File: config.mk
export PLATFORM = sky130hd
export DESIGN_NAME = fp_mul_round
export DESIGN_NICKNAME = d
export VERILOG_FILES = /design/src/rtl/fp_mul_round.sv
export SDC_FILE = /design/constraint.sdc
export NUM_CORES = 1
export LEC_CHECK = 0
export BUFFER_PORTS_ARGS = -buffer_cell sky130_fd_sc_hd__buf_2
export CORE_MARGIN = 2
export CORE_UTILIZATION = 45
export DETAILED_ROUTE_END_ITERATION = 8
export GPL_TIMING_DRIVEN = 0
export PLACE_DENSITY_LB_ADDON = 0.12
export SYNTH_ARGS = -nofsm -noshare
export SYNTH_HDL_FRONTEND = slang
export SYNTH_SLANG_ARGS = --single-unit
export TNS_END_PERCENT = 20
File: constraint.sdc
create_clock -name clk -period 3.6 [get_ports clk]
set_clock_uncertainty 0.2 [all_clocks]
set_input_delay 0.18 -clock clk [delete_from_list [all_inputs] [get_ports clk]]
set_output_delay 0.18 -clock clk [all_outputs]
set_load 0.02 [all_outputs]
File: src/rtl/fp_mul_round.sv
// Post-multiply normalize/round stage of the single-precision FP multiplier.
// Define FP_ROUND_NEAREST_EN for round-to-nearest-even; otherwise the result is truncated.
module fp_mul_round (
    input  logic        clk,
    input  logic        rst_n,
    input  logic        in_valid,
    output logic        in_ready,
    input  logic        sign_in,
    input  logic [7:0]  exp1,
    input  logic [7:0]  exp2,
    input  logic        frac_nz1,
    input  logic        frac_nz2,
    input  logic [23:0] product_hi,
    input  logic [23:0] product_lo,
    output logic        out_valid,
    input  logic        out_ready,
    output logic [31:0] result,
    output logic        overflow,
    output logic        underflow,
    output logic        inexact
);

    localparam int unsigned EXP_W  = 8;
    localparam int unsigned FRAC_W = 23;
    localparam int unsigned PROD_W = 48;
    localparam int unsigned E_W    = 10;

    typedef enum logic [1:0] {
        IDLE  = 2'd0,
        NORM  = 2'd1,
        ROUND = 2'd2,
        OUT   = 2'd3
    } state_t;

    state_t state_q, state_d;

    logic              sign_q,   sign_d;
    logic [EXP_W-1:0]  exp1_q,   exp1_d;
    logic [EXP_W-1:0]  exp2_q,   exp2_d;
    logic              fnz1_q,   fnz1_d;
    logic              fnz2_q,   fnz2_d;
    logic [PROD_W-1:0] prod_q,   prod_d;

    // The hidden bit is always 1 after normalization, so only the fraction is kept.
    logic [FRAC_W-1:0]     frac_q,   frac_d;
    logic                  guard_q,  guard_d;
    logic                  sticky_q, sticky_d;
    logic signed [E_W-1:0] exp_q,    exp_d;

    logic [31:0] result_q,    result_d;
    logic        ovf_q,       ovf_d;
    logic        unf_q,       unf_d;
    logic        inx_q,       inx_d;
    logic        out_valid_q, out_valid_d;

    logic signed [E_W-1:0] e_sum;
    logic                  round_up;
    logic [FRAC_W:0]       frac_sum;
    logic [FRAC_W-1:0]     frac_r;
    logic signed [E_W-1:0] exp_r;
    logic nan1, nan2, inf1, inf2, zero1, zero2;
    logic is_nan, is_inf, is_zero;

    assign e_sum = $signed(E_W'(exp1_q)) + $signed(E_W'(exp2_q)) - 10'sd127;

`ifdef FP_ROUND_NEAREST_EN
    assign round_up = guard_q && (sticky_q || frac_q[0]);
`else
    assign round_up = 1'b0;
`endif

    // A carry out of the fraction means the mantissa became 1.0 x 2: fraction is already zero.
    assign frac_sum = {1'b0, frac_q} + (FRAC_W + 1)'(round_up);
    assign frac_r   = frac_sum[FRAC_W-1:0];
    assign exp_r    = exp_q + $signed(E_W'(frac_sum[FRAC_W]));

    assign nan1    = (exp1_q == 8'hFF) && fnz1_q;
    assign nan2    = (exp2_q == 8'hFF) && fnz2_q;
    assign inf1    = (exp1_q == 8'hFF) && !fnz1_q;
    assign inf2    = (exp2_q == 8'hFF) && !fnz2_q;
    assign zero1   = (exp1_q == 8'h00);
    assign zero2   = (exp2_q == 8'h00);
    assign is_nan  = nan1 || nan2 || (inf1 && zero2) || (inf2 && zero1);
    assign is_inf  = inf1 || inf2;
    assign is_zero = zero1 || zero2;

    assign in_ready  = rst_n && (state_q == IDLE);
    assign out_valid = out_valid_q;
    assign result    = result_q;
    assign overflow  = ovf_q;
    assign underflow = unf_q;
    assign inexact   = inx_q;

    // Next-state and datapath
    always_comb begin
        state_d     = state_q;
        sign_d      = sign_q;
        exp1_d      = exp1_q;
        exp2_d      = exp2_q;
        fnz1_d      = fnz1_q;
        fnz2_d      = fnz2_q;
        prod_d      = prod_q;
        frac_d      = frac_q;
        guard_d     = guard_q;
        sticky_d    = sticky_q;
        exp_d       = exp_q;
        result_d    = result_q;
        ovf_d       = ovf_q;
        unf_d       = unf_q;
        inx_d       = inx_q;
        out_valid_d = out_valid_q;

        case (state_q)
            IDLE: begin
                if (in_valid) begin
                    sign_d  = sign_in;
                    exp1_d  = exp1;
                    exp2_d  = exp2;
                    fnz1_d  = frac_nz1;
                    fnz2_d  = frac_nz2;
                    prod_d  = {product_hi, product_lo};
                    state_d = NORM;
                end
            end
            NORM: begin
                if (prod_q[47]) begin
                    frac_d   = prod_q[46:24];
                    guard_d  = prod_q[23];
                    sticky_d = |prod_q[22:0];
                    exp_d    = e_sum + 10'sd1;
                end else begin
                    frac_d   = prod_q[45:23];
                    guard_d  = prod_q[22];
                    sticky_d = |prod_q[21:0];
                    exp_d    = e_sum;
                end
                state_d = ROUND;
            end
            ROUND: begin
                ovf_d = 1'b0;
                unf_d = 1'b0;
                inx_d = 1'b0;
                if (is_nan) begin
                    result_d = 32'h7FC0_0000;
                end else if (is_inf) begin
                    result_d = {sign_q, 8'hFF, 23'd0};
                end else if (is_zero) begin
                    result_d = {sign_q, 31'd0};
                end else if (exp_r >= 10'sd255) begin
                    result_d = {sign_q, 8'hFF, 23'd0};
                    ovf_d    = 1'b1;
                    inx_d    = 1'b1;
                end else if (exp_r <= 10'sd0) begin
                    result_d = {sign_q, 31'd0};
                    unf_d    = 1'b1;
                    inx_d    = 1'b1;
                end else begin
                    result_d = {sign_q, exp_r[7:0], frac_r};
                    inx_d    = guard_q || sticky_q;
                end
                out_valid_d = 1'b1;
                state_d     = OUT;
            end
            OUT: begin
                if (out_ready) begin
                    out_valid_d = 1'b0;
                    state_d     = IDLE;
                end
            end
            default: state_d = IDLE;
        endcase
    end

    always_ff @(posedge clk) begin
        if (!rst_n) begin
            state_q     <= IDLE;
            sign_q      <= 1'b0;
            exp1_q      <= '0;
            exp2_q      <= '0;
            fnz1_q      <= 1'b0;
            fnz2_q      <= 1'b0;
            prod_q      <= '0;
            frac_q      <= '0;
            guard_q     <= 1'b0;
            sticky_q    <= 1'b0;
            exp_q       <= '0;
            result_q    <= '0;
            ovf_q       <= 1'b0;
            unf_q       <= 1'b0;
            inx_q       <= 1'b0;
            out_valid_q <= 1'b0;
        end else begin
            state_q     <= state_d;
            sign_q      <= sign_d;
            exp1_q      <= exp1_d;
            exp2_q      <= exp2_d;
            fnz1_q      <= fnz1_d;
            fnz2_q      <= fnz2_d;
            prod_q      <= prod_d;
            frac_q      <= frac_d;
            guard_q     <= guard_d;
            sticky_q    <= sticky_d;
            exp_q       <= exp_d;
            result_q    <= result_d;
            ovf_q       <= ovf_d;
            unf_q       <= unf_d;
            inx_q       <= inx_d;
            out_valid_q <= out_valid_d;
        end
    end

endmodule
* Yosys cells after proc, flatten, opt, wreduce, memory -nomap -nowiden
Index checks and enable logic that the tools add are counted.
** Word-level totals
- Word-level logic and storage cells :: 80
- Bits of input ports :: 71
- Output and inout bits :: 37
- Register bits after elaboration :: 140
** Operators by class
- $lt $le $gt $ge :: 2
- Multiplexer cells :: 28
- Reductions and logical operators :: 24
- $add $sub $neg :: 3
- Eq/ne operators :: 7
** Operator list (count)
- $mux 31 :: 4
- $mux 32 :: 1
- $mux 23 :: 1
- $reduce_or 23->1 :: 1
- $reduce_or 22->1 :: 1
- $mux 1 :: 17
- $eq 8x8->1 const B :: 2
- $logic_not 8->1 :: 2
- $add 10x2->10 const B :: 1
- $ge 10x9->1 const B :: 1
- $le 10x1->1 const B :: 1
- $mux 10 :: 1
- $sub 9x7->10 const B :: 1
- $add 8x8->9 :: 1
- $pmux 2 s4 :: 1
- $logic_and 1x1->1 :: 7
- $logic_or 1x1->1 :: 6
- $reduce_and 2->1 :: 3
- $eq 2x2->1 const B :: 2
- $mux 2 :: 2
- $ne 2x2->1 const B :: 2
- $eq 2x1->1 const B :: 1
- $logic_not 1->1 :: 2
- $logic_not 2->1 :: 1
- 2 further kinds :: 2

* Logic depth before layout (Yosys ltp)
Gate-level depths: netlist of run 1.
- Depth in word-level cells :: 6
- Mapped depth :: 11
- Depth with buffers taken out :: 11

* Worst setup path before layout of run 1
Ideal clock, no wire load.
- Path kind :: reg2reg
- Start point :: register exp1_q[1]
- End point :: register exp_q[9]
- Buffers on the path :: 0
- Arrival :: 2.624 ns
- Required time :: 3.330 ns
- Setup time :: 0.070 ns
- Stages on the path, launching flop included :: 10
- Path slack :: 0.706 ns
- Clock period less this slack :: 2.894 ns
- Cells stage by stage :: dfxtp_1 -> ha_1 -> ha_1 -> fa_1 -> and4b_1 -> and2_2 -> nor3b_4 -> nand3_2 -> or4_1 -> a21oi_1
** Between the ends
- Longest elaborated chain between the ends :: 4
** RTL lines
- start, declared :: line 38 : logic [EXP_W-1:0] exp1_q, exp1_d;
- start signal, assigned :: line 195 : exp1_q <= exp1_d;
- $add 8x8->9 (*) :: line 64 : assign e_sum = $signed(E_W'(exp1_q)) + $signed(E_W'(exp2_q)) - 10'sd127;
- $sub 9x7->10 (*) :: line 64
- $add 10x2->10 :: line 130 : exp_d = e_sum + 10'sd1;
- $mux 10 (*) :: line 126 : if (prod_q[47]) begin
- end signal, assigned :: line 203 : exp_q <= exp_d;
- end, declared :: line 48 : logic signed [E_W-1:0] exp_q, exp_d;
Mark *: on every way between the ends. The rest lies on a longest branch, timed or not.
A chain may end at the register's enable or synchronous reset.

* Final worst setup path of run 1
Same ends and word-level chain as after synthesis.

==> results.py, run 1 <==
metrics = {
    "drt": {
        "ant_nets": 0,
        "wl_per_cell_um": 15.0,
        "via_count": 5809,
        "wl_met3_um": 943,
        "viasPerCell": 5.24,
        "drtPass1Iterations": 5,
        "drc": 0,
        "wl_met2_mm": 7.71,
        "m1WireLength_mm": 7.77,
        "routed_wirelength_mm": 16.6,
        "drt_iter0_drc": 299,
        "highest_layer": "met4",
    },
    "grt": {
        "grt_pass1_vias": 5446,
        "antenna_found_initial": 0,
        "overflow": 0,
        "grt_pass1_wl_mm": 26.4,
        "grt_max_degree": 17,
        "track_usage_pct": 23.4,
    },
    "clock_tree": {
        "worstSkewPairLatency_ps": 420,
        "post_cts_resized": 0,
        "post_cts_buffers": 0,
        "cts_tree": "built",
        "cts.sinks": 140,
        "cts.clk_slew.worst_paths_ps": 60,
        "numCtsBuffers": 17,
        "cts.htree.levels": 4,
        "hold_buffers": 68,
        "cts_root_buffer": "clkbuf_16",
        "clockBufferDepth": 2,
    },
    "critical_path": {
        "crit_top_cell": "ha_1",
        "worstRegToRegCells": 9,
        "cp-startpoint": "exp1_q[1]",
        "max_stage_delay_ps": 510,
        "crit_path_end_kind": "flop",
        "crit_type": "flop to flop",
        "rrSetupSlack_ps": 480,
        "worstPathArrival_ps": 3280,
        "startpoint_type": "flop",
        "r2r-start": "exp1_q[1]",
        "r2r_end": "exp_q[9]",
        "critical_path.endpoint": "exp_q[9]",
        "critical_path_required_ps": 3760,
        "cpMaxStageDelayCell": "or4_1",
        "critPathMaxFanout": 4,
        "crit_path_cell_trace": "ha_1 -> ha_1 -> fa_1 -> a211oi_1 -> nor2_1 -> nor3b_4 -> nand3_2 -> or4_1 -> a21oi_1",
    },
    "yosys": {
        "ys_top_cells_by_area": "dfxtp_1, nand2_1, a21oi_1, mux2i_1, ha_1",
        "synthesis.area_um2": 6050,
        "synth-seq-cells": 140,
        "synth_top_area_share_pct": 46.3,
        "synthArstFlopShare_pct": 0,
        "yosysMostFrequentCell": "nand2_1",
        "syn_avg_cell_area_um2": 8.34,
        "synth_edf_count": 0,
        "seq_area_frac_synth_pct": 46.3,
        "yosys-top-cells-count": "nand2_1, dfxtp_1, a21oi_1",
        "dominantRegCellSynth": "dfxtp_1",
        "synthCells": 726,
        "yosys.area.top_type": "dfxtp_1",
        "yosysWarnings": 0,
        "syn_nets": 819,
        "ys_types": 56,
    },
    "cells_and_area": {
        "fin_nets": 1013,
        "fill_cells": 1197,
        "multi_input_area_um2": 2990,
        "n_antenna_cell": 0,
        "area_growth_pct": 33.3,
        "drive_gt1_share_pct": 16.3,
        "seqCellArea_um2": 2800,
    },
    "sta": {
        "setup_violations": 0,
        "worstMarginPinSlew_ps": 758,
        "rsz0062_at_grt": "false",
        "slew_violations": 0,
        "slew_headroom_pct": 49.5,
        "hold_viol": 0,
        "fin_crit_sh_pct": 86.7,
        "fin_crit_ps": 3120,
        "hold_slack_ps": 42.1,
        "clock.fmax_ghz": 0.321,
        "fin_setup_tns_ps": 0,
    },
    "floorplan": {
        "die_x_um": 120,
        "die-area_um2": 14400,
        "initial_core_util_pct": 45.9,
        "rows": 42,
        "die_y_um": 120,
        "core_um2": 13200,
        "ios": 108,
    },
    "pwr": {
        "p_leak_nw": 3.29,
        "ir_worst_vdd_mv": 0.383,
        "p_per_area_nw_per_um2": 681,
    },
    "job": {
        "maxCapViolCount": 0,
    },
    "outcome": {
        "outcome": "completed",
    },
    "placement": {
        "place.detailed.hpwl_mm": 11.8,
        "gp_congestion": 0.866,
        "portBuffers": 107,
    },
    "hold_path": {
        "hold_class": "input port to flop",
    },
}
[sequential cells by signal, summed over array words and instances (netlist names), 2 cells and up]
name     count
exp1_q       8
exp2_q       8
exp_q       10
frac_q      23
prod_q      48
result      32
state_q      2
[final cells by class]
type                            instances  area share, %
Multi-Input combinational cell        518           37.0
Sequential cell                       140           34.7
Timing Repair Buffer                  175           15.1
Clock buffer                           25           6.14
Tap cell                              176           2.73
Buffer                                 48           2.31
Clock inverter                          6           1.05
Inverter                               20          0.930
[per-layer routing]
| metal | global-route usage (%) | up-vias |
|---|---|---|
| li1 | - | 2923 |
| met1 | 30.2 | 2685 |
| met2 | 37.5 | 178 |
| met3 | 6.70 | 23 |
| met4 | 8.16 | 0 |
| met5 | 0 | - |
[cell usage in the layout (no fill, tap or decap), drive strengths merged, types with 13 or more instances in the layout]
cell / Yosys / routed
ha: 21 / 21
inv: 20 / 20
a211oi: 31 / 31
nand2: 144 / 144
buf: 13 / 120
o21ai: 13 / 13
mux2i: 27 / 27
a22oi: 21 / 21
dfxtp: 140 / 140
a21oi: 95 / 95
nor2: 70 / 70
dlygate4sd3: 0 / 68
clkbuf: 35 / 60
[cell families after synthesis]
| family | after synthesis | share of synthesized area (%) |
|---|---|---|
| buffers and inverters | 68 | 4.32 |
| flip-flops | 140 | 46.3 |
| AND/OR/NAND/NOR | 278 | 20.5 |
| adder cells (fa/ha/maj) | 22 | 4.67 |
| XOR/XNOR | 8 | 1.28 |
| AO/OA/AOI/OAI | 183 | 18.5 |
| multiplexers | 27 | 4.46 |
[report_power, final]
part	switching (W)	leakage (nW)	internal, W
sequential	0.000225	1.14	0.00187
combinational	0.00105	1.87	0.000645
clock	0.000624	0.279	0.00109
[critical path, delay by kind of cell, from the launching register on]
kind / cells / cell delay, ps
AO/OA/AOI/OAI: 2 / 470
flip-flops: 1 / 340
adder cells (fa/ha/maj): 3 / 990
AND/OR/NAND/NOR: 4 / 1050
[per-stage QoR]
step,total power (W),instances,util [%],area [µm²],worst slack (ps)
finish,0.00550,1108,61.2,8070,480
global route,0.00584,1108,61.2,8070,320
CTS,0.00550,1108,61.2,8070,502
detailed placement,0.00374,1009,51.6,6810,528
global placement,0.00368,1009,51.6,6810,564
floorplan,0.00325,726,-,6050,706
[worst min path at each step]
stage,end,startpoint,cells after the start
6_report,state_q[1],in_valid,4
5_1_grt,state_q[1],in_valid,4
4_1_cts,state_q[1],in_valid,4
3_5_place_dp,prod_q[11],product_lo[11],3
3_3_place_gp,prod_q[10],product_lo[10],3
2_1_floorplan,prod_q[5],product_lo[5],2
(Power assumes the default switching activity.)
==> inputs of run 2 (changes only) <==
==> constraint.sdc (replaced) <==
create_clock -name clk -period 3.6 [get_ports clk]
set_clock_uncertainty 0.2 [all_clocks]
set_input_delay 0.36 -clock clk [delete_from_list [all_inputs] [get_ports clk]]
set_output_delay 0.36 -clock clk [all_outputs]
set_load 0.02 [all_outputs]
==> run 2 against run 1 <==
Effect of this change: non-clock buffer count is 6 lower; largest power group unchanged; die area stayed put; the run now ends with negative hold slack left; largest cell class unchanged; register-to-register slack better by 20 ps; setup slack better by 18 ps; global-route usage hardly changed.
==> results.py, run 2 (synthesis gave the netlist of run 1 again) <==
metrics = {
    "outcome": {
        "outcome": "finished with violations",
        "violations": "negative hold slack",
    },
    "sta": {
        "worstMarginPinSlew_ps": 745,
        "slew_violations": 0,
        "hold_slack_ps": -1.57,
        "fin_crit_sh_pct": 86.2,
        "slew_headroom_pct": 50.3,
        "setup_violations": 0,
        "fin_setup_tns_ps": 0,
        "clock.fmax_ghz": 0.322,
        "fin_crit_ps": 3100,
        "hold_viol": 1,
        "rsz0062_at_grt": "false",
    },
    "floorplan": {
        "core_um2": 13200,
        "initial_core_util_pct": 45.9,
        "rows": 42,
        "die-area_um2": 14400,
        "die_x_um": 120,
        "ios": 108,
        "die_y_um": 120,
    },
    "cells_and_area": {
        "final_cells": 1102,
        "post-route-cell-area_um2": 8010,
        "largest_reg_flops": 48,
        "seqCellArea_um2": 2800,
        "final_common_cell": "nand2_1",
        "layout_common_cells": "nand2_1, dfxtp_1, buf_2",
        "area_growth_pct": 32.3,
        "fill_cells": 1209,
        "fin_nets": 1007,
        "top_register": "prod_q",
        "drive_gt1_share_pct": 16.4,
        "n_antenna_cell": 0,
        "multi_input_area_um2": 2990,
    },
    "pwr": {
        "ir_worst_vdd_mv": 0.382,
        "p_leak_nw": 3.26,
        "totalPowerFinal_w": 0.00549,
        "p_per_area_nw_per_um2": 685,
    },
    "drt": {
        "drt_iter0_drc": 288,
        "via_count": 5734,
        "viasPerCell": 5.20,
        "drc": 0,
        "wl_per_cell_um": 15.0,
        "ant_nets": 0,
        "drtPass1Iterations": 5,
        "routed_wirelength_mm": 16.5,
    },
    "critical_path": {
        "critPathMaxFanout": 4,
        "crit_path_end_kind": "flop",
        "crit_type": "flop to flop",
        "startpoint_type": "flop",
        "worstPathArrival_ps": 3260,
        "critical_path_required_ps": 3760,
    },
    "placement": {
        "place.detailed.hpwl_mm": 11.8,
        "place_area_um2": 6810,
        "portBuffers": 107,
        "gp_congestion": 0.866,
        "dp_cells": 1009,
    },
    "grt": {
        "grt_pass1_vias": 5374,
        "antenna_found_initial": 0,
        "grt_max_degree": 17,
        "overflow": 0,
        "grt_pass1_wl_mm": 26.3,
        "track_usage_pct": 23.4,
    },
    "clock_tree": {
        "cts.clk_slew.worst_paths_ps": 60,
        "cts.sinks": 140,
        "cts_root_buffer": "clkbuf_16",
        "cts_tree": "built",
        "worstSkewPairLatency_ps": 420,
        "clockBufferDepth": 2,
        "numCtsBuffers": 17,
        "cts.htree.levels": 4,
        "post_cts_buffers": 0,
        "post_cts_resized": 0,
    },
    "hold_path": {
        "hold_class": "input port to flop",
    },
    "job": {
        "maxCapViolCount": 0,
    },
}
run 2: changes by cell type in the layout (fill, tap and decap cells not counted), sizes merged:
cell         delta
dlygate4sd3     -6
run 2: layer usage:
layer / vias up / track usage [%] / wire length, µm
met5: - / 0 / 0
met4: 0 / 7.94 / 222
met3: 21 / 6.75 / 831
met2: 164 / 37.6 / 7680
met1: 2641 / 30.1 / 7790
li1: 2908 / - / -
run 2: per-stage QoR:
stage,utilization (%),setup slack (ps)
floorplan,-,706
global placement,51.6,564
detailed placement,51.6,528
CTS,60.5,502
global route,60.7,320
finish,60.7,498
run 2: cell type report:
class / instances / area share [%]
multi-input combinational: 518 / 37.3
sequential: 140 / 35.0
timing repair buffer: 169 / 14.4
clock buffer: 25 / 6.18
tap: 176 / 2.75
buffer: 48 / 2.33
clock inverter: 6 / 1.06
inverter: 20 / 0.937
run 2: report_power, final:
group          leakage, nW  internal, W  total (W)  switching [W]
sequential            1.14      0.00187    0.00209       0.000225
combinational         1.84     0.000641    0.00169        0.00105
clock                0.279      0.00109    0.00171       0.000621
run 2: path summary, 6_finish.rpt:
check	from	endpoint	slack (ps)	depth (start not counted)
worst max-delay path	exp1_q[1]	exp_q[9]	500	9
worst min register to register	prod_q[19]	prod_q[19]	250	2
worst max register to register	exp1_q[1]	exp_q[9]	500	9
worst min-delay path	product_hi[12]	prod_q[36]	-2	3
run 2: what timing repair did:
| action | 4_1_cts | 5_1_grt |
|---|---|---|
| endpoints found under the hold margin | 59 | 3 |
| hold buffers | 59 | 3 |
| endpoints found under the setup margin | 0 | 0 |
run 2: worst max-delay path, stage by stage (launching register included):
cell and delay [ps]:
dfxtp_1 340, ha_1 320, ha_1 240, fa_1 430
a211oi_1 320, nor2_1 180, nor3b_4 230, nand3_2 120
or4_1 510, a21oi_1 140
==> inputs of run 3 (changes only) <==
--- a/config.mk
+++ b/config.mk
@@ -10,7 +10,7 @@
 export CORE_UTILIZATION = 45
 export DETAILED_ROUTE_END_ITERATION = 8
 export GPL_TIMING_DRIVEN = 0
-export PLACE_DENSITY_LB_ADDON = 0.12
+export PLACE_DENSITY = 0.67
 export SYNTH_ARGS = -nofsm -noshare
 export SYNTH_HDL_FRONTEND = slang
 export SYNTH_SLANG_ARGS = --single-unit
==> run 3 against run 2 <==
Effect of this change: the flow now finishes without violations; register-to-register slack got worse by 20 ps; critical path depth unchanged; setup slack got worse by 22 ps; sequential share of layout area decreased by 0.11 points; clock-buffer cell count decreased by 7; design area increased by 0.31%; combinational power about the same; critical path type unchanged; critical endpoint unchanged.
==> results.py, run 3 (synthesis gave the netlist of run 1 again) <==
metrics = {
    "pwr": {
        "clock_power_share_pct": 30.9,
        "totalPowerFinal_w": 0.00548,
        "combPwrFrac_pct": 30.7,
        "ir_worst_vdd_mv": 0.360,
        "p_leak_nw": 3.27,
        "p_per_area_nw_per_um2": 681,
        "switching_power_w": 0.00195,
        "p_seq_share_pct": 38.4,
        "switching_share_pct": 35.6,
        "p_int_w": 0.00353,
    },
    "critical_path": {
        "worstPathArrival_ps": 3260,
        "max_stage_delay_ps": 520,
        "path_buf_inv": 0,
        "critPathMaxFanout": 4,
        "startpoint_type": "flop",
        "worstRegToRegCells": 9,
        "cp_top_family": "simple AND/OR/NAND/NOR gates",
        "cpMaxStageDelayCell": "or4_1",
        "crit_top_cell": "ha_1",
        "crit_path_end_kind": "flop",
        "rrSetupSlack_ps": 480,
        "r2r_end": "exp_q[9]",
        "crit_type": "flop to flop",
        "critical_path_required_ps": 3740,
        "crit_path_cell_trace": "ha_1 -> ha_1 -> fa_1 -> a211oi_1 -> nor2_1 -> nor3b_4 -> nand3_2 -> or4_1 -> a21oi_1",
        "r2r-start": "exp1_q[1]",
    },
    "hold_path": {
        "hold_class": "input port to flop",
        "hold_end": "prod_q[36]",
        "min_from": "product_hi[12]",
        "whs_path_depth": 3,
    },
    "cells_and_area": {
        "fin_nets": 1010,
        "layout_common_cells": "nand2_1, dfxtp_1, buf_2",
        "largest_reg_flops": 48,
        "top_register": "prod_q",
        "fill_cells": 1156,
        "drive_gt1_share_pct": 16.8,
        "area_growth_pct": 32.7,
        "final_common_cell": "nand2_1",
        "utilization_pct": 60.9,
        "n_antenna_cell": 0,
    },
    "sta": {
        "slew_headroom_pct": 55.8,
        "fin_setup_tns_ps": 0,
        "clock.fmax_ghz": 0.320,
        "fin_crit_ps": 3120,
        "slew_violations": 0,
        "setup_violations": 0,
        "hold_viol": 0,
        "hold_slack_ps": 19.9,
        "fin_crit_sh_pct": 86.8,
        "worstMarginPinSlew_ps": 663,
        "rsz0062_at_grt": "false",
    },
    "grt": {
        "overflow": 0,
        "grt_pass1_wl_mm": 26.8,
        "grt_pass1_vias": 5575,
        "track_usage_pct": 23.5,
        "antenna_found_initial": 0,
        "grt_max_degree": 17,
    },
    "clock_tree": {
        "numCtsBuffers": 17,
        "cts.clk_slew.worst_paths_ps": 60,
        "cts_root_buffer": "clkbuf_16",
        "cts_tree": "built",
        "worstSkewPairLatency_ps": 420,
        "clockBufferDepth": 2,
        "cts.sinks": 140,
        "cts.htree.levels": 4,
        "post_cts_resized": 0,
    },
    "floorplan": {
        "die-area_um2": 14400,
        "core_um2": 13200,
        "ios": 108,
        "die_x_um": 120,
        "rows": 42,
        "initial_core_util_pct": 45.9,
        "die_y_um": 120,
    },
    "drt": {
        "via_count": 5765,
        "routed_wirelength_mm": 16.4,
        "viasPerCell": 5.21,
        "drt_iter0_drc": 325,
        "ant_nets": 0,
        "drtPass1Iterations": 6,
        "wl_per_cell_um": 14.8,
        "drc": 0,
    },
    "placement": {
        "gp_congestion": 0.859,
        "place.detailed.hpwl_mm": 11.8,
        "portBuffers": 107,
    },
    "outcome": {
        "outcome": "completed",
    },
    "job": {
        "maxCapViolCount": 0,
    },
}
==> run 3: changes by cell type in the layout (fill, tap and decap cells not counted) <==
cell	delta
clkbuf_8	-4
clkinv_4	+3
clkinv_2	+2
dlygate4sd3_1	+3
clkbuf_1	-3
clkinvlp_4	+1
inv_6	+2
==> run 3: worst max path at each step <==
| stage | startpoint | endpoint | slack, ps | cells past startpoint |
|---|---|---|---|---|
| after floorplan | exp1_q[1] | exp_q[9] | 710 | 9 |
| after global placement | exp1_q[1] | exp_q[9] | 540 | 9 |
| after detailed placement | exp1_q[1] | exp_q[9] | 500 | 9 |
| after CTS | exp1_q[1] | exp_q[9] | 480 | 9 |
| after global routing | exp1_q[1] | exp_q[9] | 340 | 9 |
| final | exp1_q[1] | exp_q[9] | 480 | 9 |
==> run 3: per-layer routing <==
layer | routed length, µm | GRT usage (%) | part of all wire, %
met4 | 251 | 7.57 | 1.5
met5 | 0 | 0 | 0
met1 | 7860 | 31.1 | 48
met3 | 757 | 4.71 | 4.6
met2 | 7550 | 38.4 | 46
==> run 3: worst register-to-register path, stage by stage, from the launching register on <==
cell,delay (ps)
dfxtp_1,350
ha_1,310
ha_1,240
fa_1,430
a211oi_1,300
nor2_1,170
nor3b_4,230
nand3_2,120
or4_1,520
a21oi_1,180
==> run 3: final cells by class <==
type | count | area, µm² | share of cell area, %
buffer | 48 | 186 | 2.32
clock buffer | 18 | 429 | 5.34
clock inverter | 14 | 146 | 1.82
inverter | 20 | 75.1 | 0.934
multi-input combinational | 518 | 2990 | 37.2
sequential | 140 | 2800 | 34.9
tap | 176 | 220 | 2.74
timing repair buffer | 172 | 1190 | 14.8
==> run 3: power by group through the flow <==
stage                     combinational, W  clock, W  sequential (W)
after floorplan                    0.00118         0         0.00208
after CTS                          0.00168   0.00171         0.00210
after detailed placement           0.00160         0         0.00213
final                              0.00168   0.00169         0.00210
after global routing               0.00190   0.00178         0.00214
after global placement             0.00156         0         0.00211
==> run 3: timing repair <==
| action | in CTS | in global routing |
|---|---|---|
| setup buffers | 0 | 0 |
| hold buffers | 64 | 1 |
| setup endpoints to repair | 0 | 0 |
| endpoints found under the hold margin | 64 | 1 |
==> run 3: stage by stage <==
stage	area (µm²)	setup slack [ps]	cells
6_report	8040	476	1106
5_1_grt	8040	336	1106
4_1_cts	8030	476	1105
3_5_place_dp	6810	501	1009
3_3_place_gp	6810	539	1009
2_1_floorplan	6050	706	726
